### src/rtl/pe_stream_scheduler.sv
// pe_stream_scheduler: sequences one PE job, streaming GLB words into the PE buffers and draining PE outputs back to GLB.
module pe_stream_scheduler #(
  parameter int WIDTH  = 4,
  parameter int ADDR_W = 8,
  parameter int LEN_W  = 8
) (
  input  logic              clk,
  input  logic              rst,
  input  logic              go,
  input  logic [ADDR_W-1:0] filter_base,
  input  logic [ADDR_W-1:0] ifmap_base,
  input  logic [ADDR_W-1:0] psum_base,
  input  logic [ADDR_W-1:0] out_base,
  input  logic [LEN_W-1:0]  filter_len,
  input  logic [LEN_W-1:0]  ifmap_len,
  input  logic [LEN_W-1:0]  psum_len,
  input  logic [LEN_W-1:0]  out_len,
  output logic              glb_ren,
  output logic [ADDR_W-1:0] glb_raddr,
  input  logic [WIDTH-1:0]  glb_rdata,
  output logic              glb_wen,
  output logic [ADDR_W-1:0] glb_waddr,
  output logic [WIDTH-1:0]  glb_wdata,
  output logic              pe_start,
  output logic              write_en_filter,
  output logic              write_en_ifmap,
  output logic              write_en_psum_buf,
  output logic [WIDTH-1:0]  filter_buffer_inp,
  output logic [WIDTH+1:0]  ifmap_buffer_inp,
  output logic [WIDTH-1:0]  psum_buffer_inp,
  input  logic              ready_filter_buf,
  input  logic              ready_ifmap_buf,
  input  logic              ready_psum_buf,
  output logic              read_en_buf,
  input  logic              pe_valid,
  input  logic [WIDTH-1:0]  pe_out,
  input  logic              pe_done,
  output logic              busy,
  output logic              done
);
  typedef enum logic [2:0] {IDLE, LD_FILT, LD_IFMAP, RUN, FIN} state_t;
  state_t r_state, w_next;
  logic [ADDR_W-1:0] r_fb, r_ib, r_pb, r_ob, w_base;
  logic [LEN_W-1:0]  r_fl, r_il, r_pl, r_ol, r_idx, r_ocnt, w_len;
  logic r_pend, r_start, r_done_seen;
  logic w_go, w_rdy, w_issue, w_stream_done, w_active, w_drain;
  assign w_go   = go && (r_state == IDLE);
  assign w_len  = (r_state == LD_FILT) ? r_fl : (r_state == LD_IFMAP) ? r_il : (r_state == RUN) ? r_pl : '0;
  assign w_base = (r_state == LD_FILT) ? r_fb : (r_state == LD_IFMAP) ? r_ib : r_pb;
  assign w_rdy  = (r_state == LD_FILT) ? ready_filter_buf : (r_state == LD_IFMAP) ? ready_ifmap_buf : ready_psum_buf;
  assign w_issue       = w_rdy && !r_pend && (r_idx < w_len);
  assign w_stream_done = (r_idx == w_len) && !r_pend;
  assign w_active      = (r_state == LD_FILT) || (r_state == LD_IFMAP) || (r_state == RUN);
  assign w_drain       = w_active && pe_valid && (r_ocnt < r_ol);
  always_comb begin
    w_next = r_state;
    unique case (r_state)
      IDLE:     w_next = w_go ? LD_FILT : IDLE;
      LD_FILT:  w_next = w_stream_done ? LD_IFMAP : LD_FILT;
      LD_IFMAP: w_next = w_stream_done ? RUN : LD_IFMAP;
      RUN:      w_next = (w_stream_done && (r_ocnt == r_ol) && r_done_seen) ? FIN : RUN;
      FIN:      w_next = IDLE;
      default:  w_next = IDLE;
    endcase
  end
  always_ff @(posedge clk) begin
    if (rst) begin
      r_state <= IDLE;
      {r_fb, r_ib, r_pb, r_ob} <= '0;
      {r_fl, r_il, r_pl, r_ol} <= '0;
      r_idx <= '0;
      r_ocnt <= '0;
      r_pend <= 1'b0;
      r_start <= 1'b0;
      r_done_seen <= 1'b0;
    end else begin
      r_state <= w_next;
      r_start <= w_go;
      r_pend <= w_issue;
      if (w_go) begin
        {r_fb, r_ib, r_pb, r_ob} <= {filter_base, ifmap_base, psum_base, out_base};
        {r_fl, r_il, r_pl, r_ol} <= {filter_len, ifmap_len, psum_len, out_len};
      end
      // The fetch index restarts on every state change; transitions only happen with no read pending.
      r_idx <= (w_next != r_state) ? '0 : r_pend ? r_idx + 1'b1 : r_idx;
      r_ocnt <= w_go ? '0 : w_drain ? r_ocnt + 1'b1 : r_ocnt;
      r_done_seen <= (r_state == FIN) ? 1'b0 : (pe_done && (w_active || w_go)) ? 1'b1 : r_done_seen;
    end
  end
  assign pe_start          = r_start;
  assign busy              = (r_state != IDLE);
  assign done              = (r_state == FIN);
  assign glb_ren           = w_issue;
  assign glb_raddr         = w_issue ? w_base + ADDR_W'(r_idx) : '0;
  assign write_en_filter   = r_pend && (r_state == LD_FILT);
  assign write_en_ifmap    = r_pend && (r_state == LD_IFMAP);
  assign write_en_psum_buf = r_pend && (r_state == RUN);
  assign filter_buffer_inp = write_en_filter ? glb_rdata : '0;
  assign ifmap_buffer_inp  = write_en_ifmap ? {r_idx == '0, r_idx == r_il - LEN_W'(1), glb_rdata} : '0;
  assign psum_buffer_inp   = write_en_psum_buf ? glb_rdata : '0;
  assign read_en_buf       = w_drain;
  assign glb_wen           = w_drain;
  assign glb_waddr         = w_drain ? r_ob + ADDR_W'(r_ocnt) : '0;
  assign glb_wdata         = w_drain ? pe_out : '0;
endmodule
### config.mk
export PLATFORM = sky130hd
export DESIGN_NAME = pe_stream_scheduler
export DESIGN_NICKNAME = d
export VERILOG_FILES = /design/src/rtl/pe_stream_scheduler.sv
export SDC_FILE = /design/constraint.sdc
export NUM_CORES = 1
export LEC_CHECK = 0
export ABC_AREA = 1
export CAP_MARGIN = 20
export CORE_ASPECT_RATIO = 1.75
export CORE_MARGIN = 5
export CORE_UTILIZATION = 37
export DETAILED_ROUTE_END_ITERATION = 8
export GPL_ROUTABILITY_DRIVEN = 0
export MAX_ROUTING_LAYER = met4
export PLACE_DENSITY = 0.75
export SLEW_MARGIN = 5
export SYNTH_ARGS = -nofsm -noshare
export SYNTH_HDL_FRONTEND = slang
export SYNTH_SLANG_ARGS = --single-unit
export TNS_END_PERCENT = 50
### constraint.sdc
create_clock -name clk -period 3.9 [get_ports clk]
set_input_delay 0.78 -clock clk [delete_from_list [all_inputs] [get_ports clk]]
set_output_delay 0.78 -clock clk [all_outputs]
set_load 0.02 [all_outputs]
==> results of run 1 <==
==> Yosys cell counts (4+ instances only) <==
library cell / n / area share (%)
a21oi_1: 27 / 2.7
a22o_1: 28 / 5.0
buf_2: 8 / 0.81
buf_4: 7 / 1.1
clkbuf_1: 5 / 0.38
dfxtp_1: 86 / 35
ha_1: 34 / 8.6
inv_1: 83 / 6.3
inv_2: 5 / 0.38
nand2_1: 113 / 8.6
nand2_2: 6 / 0.76
nand3_1: 24 / 2.4
nand3_2: 4 / 0.81
nand4_1: 11 / 1.4
nor2_1: 63 / 4.8
nor2_2: 16 / 2.0
nor3_1: 5 / 0.51
o211ai_1: 4 / 0.61
o21ai_0: 57 / 5.8
o21ai_1: 6 / 0.61
o221ai_1: 7 / 1.2
xnor2_1: 13 / 2.3
xor2_1: 15 / 2.7
==> sequential cells by signal, summed over array words and instances (netlist names), 3 cells and up <==
name and flops:
r_ocnt 8, r_il 8, r_ol 8, r_pl 8
r_idx 8, r_fb 8, r_ob 8, r_ib 8
r_pb 8, r_state 3, r_fl 8
==> power by group <==
group / switching (mW) / internal (mW)
clock: 0.352 / 0.534
sequential: 0.103 / 1.03
combinational: 0.940 / 0.595
total: 1.40 / 2.15
==> path summary, 6_finish.rpt <==
check,start,to,slack [ns],depth (start not counted)
max,pe_valid,glb_waddr[7],0.24,10
min reg2reg,r_fl[7],r_fl[7],0.47,1
max reg2reg,r_state[2],r_idx[1],1.34,15
min,r_fl[7],r_fl[7],0.47,1
==> cell families (layout without fill, tap and decap cells) <==
logic type                 after synthesis  in the layout
xor gates and xnor gates                29             29
buffers and inverters                  111            238
and+or+nand+nor                        252            252
DFF                                     86             86
AOI/OAI and AO/OA                      136            136
adders and majority gates               36             36
==> final cells by class <==
class | count | area [um^2] | area share, %
multi-input cells | 453 | 2740 | 41.4
repair buffers | 133 | 1290 | 19.5
clock inverters | 4 | 53.8 | 0.813
inverters | 89 | 342 | 5.16
clock buffers | 12 | 256 | 3.88
well taps | 171 | 214 | 3.23
flip-flops and latches | 86 | 1720 | 26.0
==> metal layers <==
layer | routed length, um | vias up
li1 | - | 2387
met1 | 5490 | 2166
met2 | 7720 | 123
met3 | 561 | 32
met4 | 401 | 0
met5 | 0 | -
==> cells in the final DEF, fill, tap and decap left out, drive strengths merged, types with 2 or more instances in the layout <==
cell type,netlist,layout
buf,17,11
clkinvlp,0,2
dlygate4sd2,0,2
nand4,12,12
a22o,28,28
clkdlybuf4s50,0,113
nor3,7,7
ha,34,34
inv,88,89
fa,2,2
xor2,15,15
o211ai,4,4
o21ai,65,65
o221ai,7,7
nor2,81,81
clkdlybuf4s15,0,3
nand2,120,120
nand3,28,28
clkbuf,5,15
a31oi,2,2
dfxtp,86,86
xnor2,13,13
a21oi,27,27
==> per-stage QoR <==
step / cells / util, % / instance area (um^2) / TNS [ns] / power, mW
after floorplan: 650 / - / 4920 / 0 / 2.20
after global placement: 932 / 48.5 / 6310 / 0 / 2.67
after detailed placement: 932 / 48.5 / 6310 / 0 / 2.69
after CTS: 948 / 50.9 / 6620 / 0 / 3.58
after global routing: 948 / 50.9 / 6620 / -0.00196 / 3.80
final: 948 / 50.9 / 6620 / 0 / 3.55
==> critical path: cells and delay by family <==
family,cells,cell delay [ns]
buffers and inverters,4,1.22
AND/OR/NAND/NOR,6,0.86
==> repair_timing <==
item                                    in CTS  in global routing
endpoints found under the setup margin       9                  9
cloned                                       0                  0
pin swaps                                    0                  0
gates resized for setup                     11                 10
==> impl_metrics.ini, run 1 <==
[die]
die_w_um = 97.2
start_util_pct = 37.8
dieArea_um2 = 15800
die_height_um = 163
boundaryPins = 123
rows = 55
coreArea_um2 = 13000

[clock_tree]
cts_post_setup_buffers_inserted = 0
clock_latency_ns = 0.34
cts_tree = done
clk_pin_slew_ns = 0.06
htreeDepth = 3
holdBufCountCts = 0
clockBufferDepth = 2
cts_num_sinks = 86
root_buffer = clkbuf_16
cts_buffers = 9

[synth]
synthMuxAreaShare_pct = 0
synth_compound_area_share_pct = 17.1
synth_xor_area_share_pct = 5.44
yosys.area_share.simple_pct = 23.4
synth_top_family_by_area = simple AND/OR/NAND/NOR gates
ys_async_sr_fraction_pct = 0
syn_inst = 650
ys_seq_elements = 86
syn_area_per_cell_um2 = 7.57
synth-edff-count = 0
synth_area_um2 = 4920
ys.warnings.count = 0
yosysSeqAreaShare_pct = 35.0
syn-num-nets = 766
synth_cell_type_count = 40
synth_fa_ha_area_share_pct = 9.46
synth_top_flop_cell = dfxtp_1

[sta]
slew_headroom_pct = 60.8
period_needed_ns = 3.66
fmax_ghz = 0.273
setup-violations-final = 0
worst_pin_slew_ns = 0.588
rsz0062_at_grt = yes
clock_skew_ns = 0.00986
fin_crit_sh_pct = 93.8
worst_slack_ns = 0.244
hold_violations = 0
timing.hold.ws_ns = 0.474
maxSlewViolCount = 0

[critical_path]
cp_slowest_cell = clkdlybuf4s50_1
cp-end-kind = output pin
cp.arrival_ns = 2.88
worst-path-max-fanout = 15
crit_top_cell = clkdlybuf4s50_1
crit_chain = clkdlybuf4s50_1, inv_1, nor2_1, nand4_2, nor2_4, nand2_2, clkinv_4, nand2_1, nor2_2, clkdlybuf4s50_1
slowest_delay_ns = 0.61
cp-start-kind = input pin
crit_type = in2out
crit_required_ns = 3.12

[grt]
grt_max_degree = 34
grt_pass1_vias = 4766
grt_use_met2_pct = 35.4
met3_usage_pct = 2.83
busiest_layer = met2
grt_util_met1_pct = 18.5
grt_use_total_pct = 18.5
grt_antenna_before_repair = 0
grt-ovfl-total = 0
grt_pass1_wl_um = 23000

[routing]
wirelength_um = 14200
vias = 4708
drt-initial-drc-count = 275
drc = 0
firstDrtPassIters = 4
routedWlPerCell_um = 14.9
via_per_inst = 4.97
detail-route-antenna-nets = 0

[layout]
fin_nets = 888
area_growth_pct = 34.5
drive_gt1_share_pct = 9.52
fill_cells = 1258
num_antenna_cells = 0

[pwr]
power.density_nw_per_um2 = 537
p_leak_nw = 2.80
ir_drop_v = 0.000250

[placed_design]
io_buffers = 122
place_hpwl_um = 11200
dpl_worst_slack_ns = 0.107

[run_status]
run_status = complete, no violations

[run]
maxCapViolations = 0

[min_path]
hp-class = reg2reg
Power figures use the tool's default switching activity.
==> run 2: changes to the inputs <==
Settings changed: PLACE_DENSITY 0.75 to not set, PLACE_DENSITY_LB_ADDON set to 0.25.
==> impl_metrics.ini, run 2 (synthesis results as in run 1) <==
[run_status]
run_status = complete, no violations

[layout]
area_growth_pct = 34.9
final_cell_area_um2 = 6640
num_antenna_cells = 0
fill_cells = 1237
fin_nets = 890
mostFrequentLayoutCells = nand2_1, clkdlybuf4s50_1, dfxtp_1
drive_gt1_share_pct = 10.3

[routing]
drc = 0
wirelength_um = 14100
drt-initial-drc-count = 184
vias = 4681
routedWlPerCell_um = 14.8
firstDrtPassIters = 4
via_per_inst = 4.93
detail-route-antenna-nets = 0

[clock_tree]
clockBufferDepth = 2
cts_buffers = 9
clk_pin_slew_ns = 0.06
htreeDepth = 3
root_buffer = clkbuf_16
clock_latency_ns = 0.34
cts_num_sinks = 86
cts_tree = done
holdBufCountCts = 0

[critical_path]
cp-end-kind = output pin
rr_endpoint = r_idx[1]
crit_type = reg2out
slowest_delay_ns = 0.35
path_buf_inv = 4
crit_start = r_state[0]
worst-path-max-fanout = 8
crit_chain = inv_1, nand3_4, buf_4, o221ai_1, o21ai_0, ha_1, a21oi_1, o21ai_0, nand2_1, nand2_1, nor2_2, inv_2, nor2_1, dlygate4sd2_1
cp-start-kind = flip-flop
cp.depth = 14
cp_slowest_cell = dfxtp_1
cp.arrival_ns = 2.89
crit_required_ns = 3.12
cpLargestDelayFamily = buffers and inverters
timing.rr.start = r_state[0]
reg2reg_slack_ns = 1.37
reg2reg_depth = 16
critPathCapture = glb_raddr[5]

[pwr]
ir_drop_v = 0.000254
power_mw = 3.55
p_sw_share_pct = 39.5
internal-power_mw = 2.15
seqPwrFrac_pct = 31.7
power_switching_mw = 1.40
power.density_nw_per_um2 = 535
share_comb_of_total_power_pct = 43.5
p_leak_nw = 2.82
clockPowerShare_pct = 24.8

[die]
dieArea_um2 = 15800
die_w_um = 97.2
start_util_pct = 37.8
die_height_um = 163
boundaryPins = 123
coreArea_um2 = 13000
rows = 55

[sta]
worst_pin_slew_ns = 0.720
slew_headroom_pct = 51.9
maxSlewViolCount = 0
fin_crit_sh_pct = 94.0
hold_violations = 0
period_needed_ns = 3.67
clock_skew_ns = 0.00289
setup-violations-final = 0
worst_slack_ns = 0.234
fmax_ghz = 0.273
rsz0062_at_grt = yes

[min_path]
hp-class = reg2reg
whs_path_depth = 1

[grt]
grt_pass1_vias = 4815
grt_use_total_pct = 18.3
grt_antenna_before_repair = 0
grt-ovfl-total = 0
grt_pass1_wl_um = 22800
grt_max_degree = 39

[placed_design]
dpl_worst_slack_ns = 0.0913
io_buffers = 122
placed_cell_area_um2 = 6310
place_hpwl_um = 11200

[run]
maxCapViolations = 0
run 2: cell types whose count changed in the layout (fill, tap and decap cells not counted), sizes merged:
| cell | previous run | this run |
|---|---|---|
| clkinv | 1 | 3 |
| clkdlybuf4s15 | 3 | 0 |
| inv | 89 | 90 |
| clkinvlp | 2 | 1 |
| buf | 11 | 13 |
| dlygate4sd2 | 2 | 3 |
run 2: per-layer routing:
metal	GRT usage [%]	share of wire [%]	up-vias	wire length (um)
li1	-	-	2391	-
met1	17.8	39	2135	5510
met2	34.7	53	131	7490
met3	4.11	5.3	24	747
met4	7.73	2.4	0	342
met5	-	0	-	0
run 2: power by group through the flow:
stage	sequential [mW]	combinational, mW	clock [mW]
final	1.13	1.54	0.882
after global routing	1.14	1.73	0.934
after CTS	1.13	1.54	0.900
after detailed placement	1.14	1.55	0
after global placement	1.14	1.52	0
after floorplan	1.11	1.09	0
run 2: stage by stage:
stage,TNS [ns],hold slack [ns],utilization [%],std cells
after floorplan,0,0.437,-,650
after global routing,-0.0563,0.488,51.0,950
after global placement,0,0.461,48.5,930
after CTS,0,0.477,50.9,946
after detailed placement,0,0.453,48.5,930
final,0,0.470,51.0,950
run 2: cell type report:
cell class              count  area (um^2)  share of cell area (%)
clock buffers              10          239                    3.60
inverters                  89          344                    5.18
flip-flops and latches     86         1720                    26.0
well taps                 171          214                    3.22
repair buffers            135         1310                    19.7
multi-input cells         453         2740                    41.3
clock inverters             6         68.8                    1.04
run 2: timing repair:
item / 4_1_cts / 5_1_grt
hold endpoints to repair: 0 / 0
setup endpoints to repair: 9 / 9
gates cloned: 0 / 0
setup buffers: 0 / 4
resized for setup: 11 / 13
run 2: worst reg2reg max path: cells and delay by family (launching register included):
| kind | cells | cell delay [ns] |
|---|---|---|
| DFF | 1 | 0.35 |
| AOI/OAI and AO/OA | 2 | 0.30 |
| and+or+nand+nor | 10 | 1.10 |
| adders and majority gates | 1 | 0.31 |
| buffers and inverters | 3 | 0.41 |
run 2: worst min path at each step:
| stage | startpoint | to | slack, ns |
|---|---|---|---|
| 2_1_floorplan | r_fb[1] | r_fb[1] | 0.44 |
| 3_3_place_gp | r_ib[3] | r_ib[3] | 0.46 |
| 3_5_place_dp | r_fl[4] | r_fl[4] | 0.45 |
| 4_1_cts | r_fl[4] | r_fl[4] | 0.48 |
| 5_1_grt | r_fl[3] | r_fl[3] | 0.49 |
| 6_report | r_fl[4] | r_fl[4] | 0.47 |
==> run 3: changes to the inputs <==
Settings changed: HOLD_SLACK_MARGIN set to 0.02.
==> results of run 3 <==
The final DEF is identical to that of run 2; final timing and power are the same.
